`src/rtl/int4_dot_accum_if.sv`:
```
// int4_dot_accum_if
//   Bundles the beat input channel and the result output channel of
//   int4_dot_accum.
//   Handshake: a transfer happens on a rising edge where valid & ready are
//   both high. A producer holds its payload stable while valid is high and
//   ready is low. Ready may depend combinationally on the consumer state.
//   Signals:
//     in_valid/in_ready/in_act/in_wgt/in_last : beat channel into the block
//     out_valid/out_ready/out_val/out_sat/out_terms : result channel out
//   Modports:
//     master : upstream/downstream environment (drives beats, out_ready)
//     slave  : the accumulator itself
interface int4_dot_accum_if #(
  parameter int LANES = 4
);
  logic                   in_valid;
  logic                   in_ready;
  logic [4*LANES-1:0]     in_act;
  logic [4*LANES-1:0]     in_wgt;
  logic                   in_last;
  logic                   out_valid;
  logic                   out_ready;
  logic signed [14:0]     out_val;
  logic                   out_sat;
  logic [7:0]             out_terms;

  modport master (
    output in_valid, in_act, in_wgt, in_last, out_ready,
    input  in_ready, out_valid, out_val, out_sat, out_terms
  );

  modport slave (
    input  in_valid, in_act, in_wgt, in_last, out_ready,
    output in_ready, out_valid, out_val, out_sat, out_terms
  );
endinterface

```
`src/rtl/int4_dot_accum.sv`:
```
// int4_dot_accum
//   Streaming int4 dot-product accumulator. Each accepted beat carries LANES
//   signed int4 activation/weight pairs. S1 registers the per-lane products,
//   S2 registers their sum, S3 accumulates with saturation to 15 bits until a
//   beat flagged last, then loads the group result into the output register.
//   Ports:
//     clk  : clock, rising edge
//     rst  : synchronous active-high reset
//     bus  : int4_dot_accum_if.slave (beat channel in, result channel out)
//   The whole pipeline advances only when the output register can accept a
//   new value (adv = ~out_valid | out_ready); in_ready equals adv.
module int4_dot_accum #(
  parameter int LANES = 4
) (
  input  logic              clk,
  input  logic              rst,
  int4_dot_accum_if.slave   bus
);
  localparam int PW = 8 + $clog2(LANES);
  localparam logic signed [16:0] MAX_V = 17'sd16383;
  localparam logic signed [16:0] MIN_V = -17'sd16384;

  // Stage registers
  logic signed [7:0]    prod_q [LANES];
  logic signed [7:0]    prod_d [LANES];
  logic                 v1_q, last1_q;
  logic signed [PW-1:0] psum_q, psum_d;
  logic                 v2_q, last2_q;

  // Accumulator state
  logic signed [14:0]   acc_q;
  logic                 sticky_q;
  logic [7:0]           cnt_q;

  // Output register
  logic                 out_valid_q;
  logic signed [14:0]   out_val_q;
  logic                 out_sat_q;
  logic [7:0]           out_terms_q;

  logic                 adv;
  logic signed [16:0]   sum_d;
  logic                 clamp_now;
  logic signed [14:0]   nxt;
  logic [7:0]           cnt_inc;

  assign adv = ~out_valid_q | bus.out_ready;

  // Per-lane 4x4 signed products; sign-extending casts keep the multiply signed.
  always_comb begin
    for (int i = 0; i < LANES; i++) begin
      prod_d[i] = 8'($signed(bus.in_act[4*i +: 4])) * 8'($signed(bus.in_wgt[4*i +: 4]));
    end
  end

  always_comb begin
    psum_d = '0;
    for (int i = 0; i < LANES; i++) begin
      psum_d = psum_d + PW'(prod_q[i]);
    end
  end

  // 17 bits holds acc + psum without overflow for every legal LANES.
  always_comb begin
    sum_d     = 17'(acc_q) + 17'(psum_q);
    clamp_now = (sum_d > MAX_V) || (sum_d < MIN_V);
    if (sum_d > MAX_V)      nxt = 15'sh3fff;
    else if (sum_d < MIN_V) nxt = 15'sh4000;
    else                    nxt = sum_d[14:0];
    cnt_inc = (cnt_q == 8'd255) ? 8'd255 : cnt_q + 8'd1;
  end

  always_ff @(posedge clk) begin
    if (rst) begin
      for (int i = 0; i < LANES; i++) prod_q[i] <= '0;
      v1_q        <= 1'b0;
      last1_q     <= 1'b0;
      psum_q      <= '0;
      v2_q        <= 1'b0;
      last2_q     <= 1'b0;
      acc_q       <= '0;
      sticky_q    <= 1'b0;
      cnt_q       <= '0;
      out_valid_q <= 1'b0;
      out_val_q   <= '0;
      out_sat_q   <= 1'b0;
      out_terms_q <= '0;
    end else if (adv) begin
      // in_ready == adv here, so in_valid alone marks an accepted beat.
      prod_q  <= prod_d;
      v1_q    <= bus.in_valid;
      last1_q <= bus.in_last;
      psum_q  <= psum_d;
      v2_q    <= v1_q;
      last2_q <= last1_q;
      // adv means the held result (if any) is consumed this edge.
      out_valid_q <= v2_q & last2_q;
      if (v2_q) begin
        if (last2_q) begin
          out_val_q   <= nxt;
          out_sat_q   <= sticky_q | clamp_now;
          out_terms_q <= cnt_inc;
          acc_q       <= '0;
          sticky_q    <= 1'b0;
          cnt_q       <= '0;
        end else begin
          acc_q       <= nxt;
          sticky_q    <= sticky_q | clamp_now;
          cnt_q       <= cnt_inc;
        end
      end
    end
  end

  assign bus.in_ready  = adv;
  assign bus.out_valid = out_valid_q;
  assign bus.out_val   = out_val_q;
  assign bus.out_sat   = out_sat_q;
  assign bus.out_terms = out_terms_q;
endmodule

```
`src/flat_wrapper.sv`:
```
// flat-port wrapper written by rule: the top's interface ports become plain ports
module int4_dot_accum_flat 
#(
  parameter int LANES = 4
)
  (clk, rst, bus_in_valid, bus_in_act, bus_in_wgt, bus_in_last, bus_out_ready, bus_in_ready, bus_out_valid, bus_out_val, bus_out_sat, bus_out_terms);
  int4_dot_accum_if #(.LANES(LANES)) bus_i ();
  input  logic clk;
  input  logic rst;
  input wire logic [$bits(bus_i.in_valid)-1:0] bus_in_valid;
  input wire logic [$bits(bus_i.in_act)-1:0] bus_in_act;
  input wire logic [$bits(bus_i.in_wgt)-1:0] bus_in_wgt;
  input wire logic [$bits(bus_i.in_last)-1:0] bus_in_last;
  input wire logic [$bits(bus_i.out_ready)-1:0] bus_out_ready;
  output wire logic [$bits(bus_i.in_ready)-1:0] bus_in_ready;
  output wire logic [$bits(bus_i.out_valid)-1:0] bus_out_valid;
  output wire logic [$bits(bus_i.out_val)-1:0] bus_out_val;
  output wire logic [$bits(bus_i.out_sat)-1:0] bus_out_sat;
  output wire logic [$bits(bus_i.out_terms)-1:0] bus_out_terms;
  assign bus_i.in_valid = bus_in_valid;
  assign bus_i.in_act = bus_in_act;
  assign bus_i.in_wgt = bus_in_wgt;
  assign bus_i.in_last = bus_in_last;
  assign bus_i.out_ready = bus_out_ready;
  assign bus_in_ready = bus_i.in_ready;
  assign bus_out_valid = bus_i.out_valid;
  assign bus_out_val = bus_i.out_val;
  assign bus_out_sat = bus_i.out_sat;
  assign bus_out_terms = bus_i.out_terms;
  int4_dot_accum #(.LANES(LANES)) u_core (.clk(clk), .rst(rst), .bus(bus_i));
endmodule
```
`config.mk`:
```
export PLATFORM = sky130hd
export DESIGN_NAME = int4_dot_accum_flat
export DESIGN_NICKNAME = d
export VERILOG_FILES = /design/src/rtl/int4_dot_accum_if.sv /design/src/rtl/int4_dot_accum.sv /design/src/flat_wrapper.sv
export SDC_FILE = /design/constraint.sdc
export NUM_CORES = 1
export LEC_CHECK = 0
export CELL_PAD_IN_SITES_DETAIL_PLACEMENT = 1
export CELL_PAD_IN_SITES_GLOBAL_PLACEMENT = 1
export CORE_MARGIN = 1
export CORE_UTILIZATION = 40
export CTS_CLUSTER_DIAMETER = 150
export DETAILED_ROUTE_END_ITERATION = 12
export PLACE_DENSITY_LB_ADDON = 0.1
export SYNTH_ARGS = -nofsm -noshare
export SYNTH_HDL_FRONTEND = slang
export SYNTH_SLANG_ARGS = --single-unit
```
`constraint.sdc`:
```
create_clock -name clk -period 5.2 [get_ports clk]
set_input_delay 1.04 -clock clk [delete_from_list [all_inputs] [get_ports clk]]
set_output_delay 1.04 -clock clk [all_outputs]
set_load 0.01 [all_outputs]
```
* Word level (Yosys, flattened, before mapping)
Index checks and enable logic that the tools add are counted.
** Storage, ports and cells
- Bits in registers :: 95
- Input port bits :: 37
- Output and inout port bits :: 26
- Logic and storage cells :: 41
** Cells by class
- Add/subtract/negate cells :: 5
- $mul :: 4
- Order comparisons :: 2
- Equality and inequality tests :: 1
- Mux-type cells :: 6
- Bitwise operators :: 4
- Reduce and logical (&&, ||, !) cells :: 3
** Operators with widths (number)
- 15-bit 2-to-1 mux :: 3
- 4-bit by 4-bit multiplier with 8-bit output :: 4
- 17-bit by 15-bit > comparator with 1-bit output (second input constant) :: 1
- 17-bit by 15-bit less-than comparator with 1-bit output (second input constant) :: 1
- 15-bit by 10-bit adder with 16-bit output :: 1
- 8-bit 2-to-1 mux :: 2
- 10-bit by 8-bit adder with 10-bit output :: 1
- 9-bit by 8-bit adder with 10-bit output :: 1
- 8-bit by 8-bit adder with 9-bit output :: 1
- 8-bit by 1-bit adder with 8-bit output (second input constant) :: 1
- 8-bit == test (second input constant) :: 1
- 3-bit AND reduction :: 1
- 1-bit OR :: 2
- 2-bit AND reduction :: 1
- 1-bit bitwise AND :: 1
- 1-bit logical OR :: 1
- 1-bit 2-to-1 mux :: 1
- 1-bit NOT :: 1

* Logic depth before layout (Yosys ltp)
- Word-level depth :: 5
- Mapped depth :: 16

* Worst setup path before layout
OpenSTA, ideal clock, no wires.
- Kind :: in2reg
- Start point :: input port bus_in_wgt[3]
- End point :: register u_core.prod_q[31] (netlist name)
- Data arrival time :: 3.929 ns
- Required time :: 5.130 ns
- Path slack :: 1.200 ns
- Stages on the path :: 16
- Path buffers :: 0
- Cells stage by stage :: inv_1 -> nor2_1 -> fa_1 -> inv_1 -> fa_1 -> fa_1 -> inv_1 -> ha_1 -> inv_1 -> fa_1 -> inv_1 -> a21o_1 -> a21oi_1 -> xnor2_1 -> nand2_1 -> a21oi_1
** Between the ends
- Cells in the longest elaborated chain, start to end :: 1
** Ends and longest elaborated chain
- start, declared :: RTL line flat_wrapper.sv:12 : input wire logic [$bits(bus_i.in_wgt)-1:0] bus_in_wgt;
- 4-bit by 4-bit multiplier with 8-bit output :: RTL line int4_dot_accum.sv:52 : prod_d[i] = 8'($signed(bus.in_act[4*i +: 4])) * 8'($signed(bus.in_wgt[4*i +: 4]));
- end signal, assigned :: RTL line int4_dot_accum.sv:90 : prod_q <= prod_d;
- end, declared :: RTL line int4_dot_accum.sv:24 : logic signed [7:0] prod_q [LANES];
Every way passes these cells.
A chain may end at the register's enable or synchronous reset.

* Worst setup path in the final report
Same ends and word-level chain as after synthesis.

==> flow_summary.yaml <==
worst_setup_path:
  r2r_cells: 12
  timing.rr.start: "u_core.prod_q[1]$_SDFFE_PP0N_"
  max_stage_delay_ns: 0.57
  crit_path_end: "u_core.prod_q[31]$_SDFFE_PP0N_"
  crit_chain: "clkdlybuf4s50_1 > inv_1 > nor2_1 > fa_1 > inv_1 > fa_1 > fa_1 > inv_1 > ha_1 > inv_1 > fa_1 > inv_1 > a21o_1 > a21oi_1 > xnor2_1 > nand2_1 > a21oi_1"
  startpoint_type: "primary input"
  worstSetupStartpoint: "bus_in_wgt[3]"
  rrSetupSlack_ns: 1.83
  endpoint_kind: "flip-flop"
  arrival_ns: 4.57
  path_max_fanout: 4
  r2r_end: "u_core.psum_q[9]$_SDFFE_PP0N_"
  crit_top_cell: "inv_1"
  crit_type: "in2reg"
  required_ns: 5.47
  slowest_stage: "fa_1"
floorplanning:
  rows: 48
  die_x_um: 135
  die_area_mm2: 0.0182
  ios: 63
  start_util: 0.409
  core_area_mm2: 0.0172
  die_h_um: 135
cts:
  clk_path_buf_depth: 2
  cts_tree: "done"
  clk_pin_slew_ns: 0.07
  htree_levels: 3
  ctsHoldBuffers: 0
  cts_inserted_buffers: 9
  clock-root-buffer: "clkbuf_16"
  clock-sinks: 95
  cts_setup_buffers: 0
  post_cts_resized: 0
  worstSkewPairLatency_ns: 0.36
final_layout:
  drive_gt1_frac: 0.0438
  num-fill-cells: 2028
  register_area_mm2: 0.00190
  multi_input_area_mm2: 0.00476
  antennaDiodeCount: 0
  area_growth_pct: 15.9
  nets: 1026
sta:
  finalSetupViolations: 0
  max_slew_margin: 0.542
  max_freq_mhz: 233
  fin_setup_tns_ns: 0
  tightest_slew_ns: 0.685
  hold_violations: 0
  slew_violations: 0
  rsz0062_at_grt: "false"
  fin_crit_sh: 0.827
  skew_ns: 0.00900
  period_needed_ns: 4.30
drt:
  via_per_inst: 5.20
  drt-initial-drc-count: 150
  vias: 5676
  wl_per_cell_um: 15.2
  drc_errors: 0
  first_pass_iters: 4
  drt-total-wl_um: 16600
  ant_nets: 0
logic_synthesis:
  yosysTopAreaCellShare: 0.270
  synth_edf_count: 0
  synth_commonest_cells: "nand2_1, dfxtp_1, a21oi_1, ha_1, inv_1"
  synth-seq-cells: 95
  syn_area_per_cell_um2: 8.65
  async_reset_ff_frac: 0
  synth_cells: 815
  synthFlopType: "dfxtp_1"
  yosysUniqueCellTypes: 50
  syn_area_mm2: 0.00705
  syn_nets: 979
  synth_area_leader_cell: "dfxtp_1"
  synth.most_common_cell: "nand2_1"
  synth_area_leaders: "dfxtp_1, fa_1, ha_1, nand2_1, a21oi_1"
  ys_seq_area_frac: 0.270
  yosys_warnings: 0
place:
  dp_hpwl_um: 13300
  port_buffers: 62
  place.gp.congestion: 0.851
global_routing:
  grt_pass1_wl_um: 28200
  grt_max_degree: 56
  antenna_found_initial: 0
  first_global_vias: 6091
  grt_usage: 0.196
  gr-total-overflow: 0
run:
  cap_violations: 0
worst_hold_path:
  hold_class: "reg2reg"
run_status:
  status: "finished clean"
power:
  power_mw: 3.24
  p_per_area_mw_per_mm2: 396
  p_leak_nw: 3.61
  peakVddDrop_mv: 0.271
-- worst max-delay path: cells and delay by family --
kind / cells / cell delay (ns)
compound gates: 3 / 0.33
buf+inv: 6 / 0.86
fa+ha+maj: 5 / 2.05
simple gates: 2 / 0.15
xor+xnor: 1 / 0.15
-- layer usage --
| metal | GRT usage | up-vias | routed length [um] |
|---|---|---|---|
| met5 | 0 | - | 0 |
| li1 | - | 2815 | - |
| met4 | 0.0655 | 0 | 368 |
| met1 | 0.222 | 2770 | 7180 |
| met2 | 0.371 | 69 | 8630 |
| met3 | 0.0319 | 22 | 372 |
-- power by group --
| group | switching, mW | total (mW) | internal [mW] | leakage, nW |
|---|---|---|---|---|
| Combinational | 0.893 | 1.62 | 0.724 | 2.68 |
| Clock | 0.308 | 0.702 | 0.394 | 0.152 |
| Sequential | 0.0863 | 0.921 | 0.834 | 0.778 |
-- cell families (layout without fill, tap and decap cells) --
| logic type | after synthesis | in the layout | share of synthesized area |
|---|---|---|---|
| and+or+nand+nor | 265 | 265 | 0.170 |
| xor gates and xnor gates | 50 | 50 | 0.0632 |
| buffers and inverters | 101 | 153 | 0.0559 |
| muxes | 1 | 1 | 0.00142 |
| adders and majority gates | 129 | 129 | 0.286 |
| AOI/OAI and AO/OA | 174 | 174 | 0.154 |
| DFF | 95 | 95 | 0.270 |
-- layout by cell type (no fill, tap or decap), drive strengths merged, types with 2 or more instances in the layout --
master and instances:
o22ai 2, nand2 116, xor2 8, o211ai 6
nor2b 5, buf 6, o21ai 30, nand3 10
a311oi 5, ha 73, fa 54, xnor2 42
a22oi 3, a21oi 81, or3 3, a21o 13
nand3b 2, inv 73, nand2b 11, a211oi 21
a31oi 4, maj3 2, clkdlybuf4s50 61, nor3 23
clkbuf 10, and2 26, and3 7, dfxtp 95
o21bai 3, nor2 59
-- sequential cells by signal, indices dropped and copies added (netlist names), 8 cells and up --
| register | count |
|---|---|
| u_core.bus.out_terms | 8 |
| u_core.acc_q | 15 |
| u_core.bus.out_val | 15 |
| u_core.cnt_q | 8 |
| u_core.prod_q | 32 |
| u_core.psum_q | 10 |
-- cell type report --
cell class,instances,share of cell area
multi-input cells,619,0.582
flip-flops and latches,95,0.233
repair buffers,67,0.0799
well taps,225,0.0344
inverters,70,0.0321
clock buffers,10,0.0292
clock inverters,6,0.00918
-- metrics by stage --
step | instances | utilization | setup slack, ns | instance area [um2] | hold WS [ns]
detailed placement | 1076 | 0.456 | 0.518 | 7860 | 0.455
CTS | 1092 | 0.474 | 0.871 | 8170 | 0.464
finish | 1092 | 0.474 | 0.902 | 8170 | 0.457
global placement | 1076 | 0.456 | 0.638 | 7860 | 0.443
global route | 1092 | 0.474 | 0.642 | 8170 | 0.487
floorplan | 815 | - | 1.20 | 7050 | 0.430
-- how the worst min path moves through the flow --
stage	from	to	slack, ns	depth (start not counted)
finish	u_core.bus.out_terms[6]$_SDFFE_PP0P_	u_core.bus.out_terms[6]$_SDFFE_PP0P_	0.46	2
global route	u_core.bus.out_terms[6]$_SDFFE_PP0P_	u_core.bus.out_terms[6]$_SDFFE_PP0P_	0.49	2
CTS	u_core.bus.out_terms[0]$_SDFFE_PP0P_	u_core.bus.out_terms[0]$_SDFFE_PP0P_	0.46	2
detailed placement	u_core.bus.out_terms[0]$_SDFFE_PP0P_	u_core.bus.out_terms[0]$_SDFFE_PP0P_	0.45	2
global placement	u_core.bus.out_terms[6]$_SDFFE_PP0P_	u_core.bus.out_terms[6]$_SDFFE_PP0P_	0.44	2
floorplan	u_core.acc_q[11]$_SDFFE_PP0P_	u_core.acc_q[11]$_SDFFE_PP0P_	0.43	2
No activity file was read; power rests on OpenSTA's default activity.
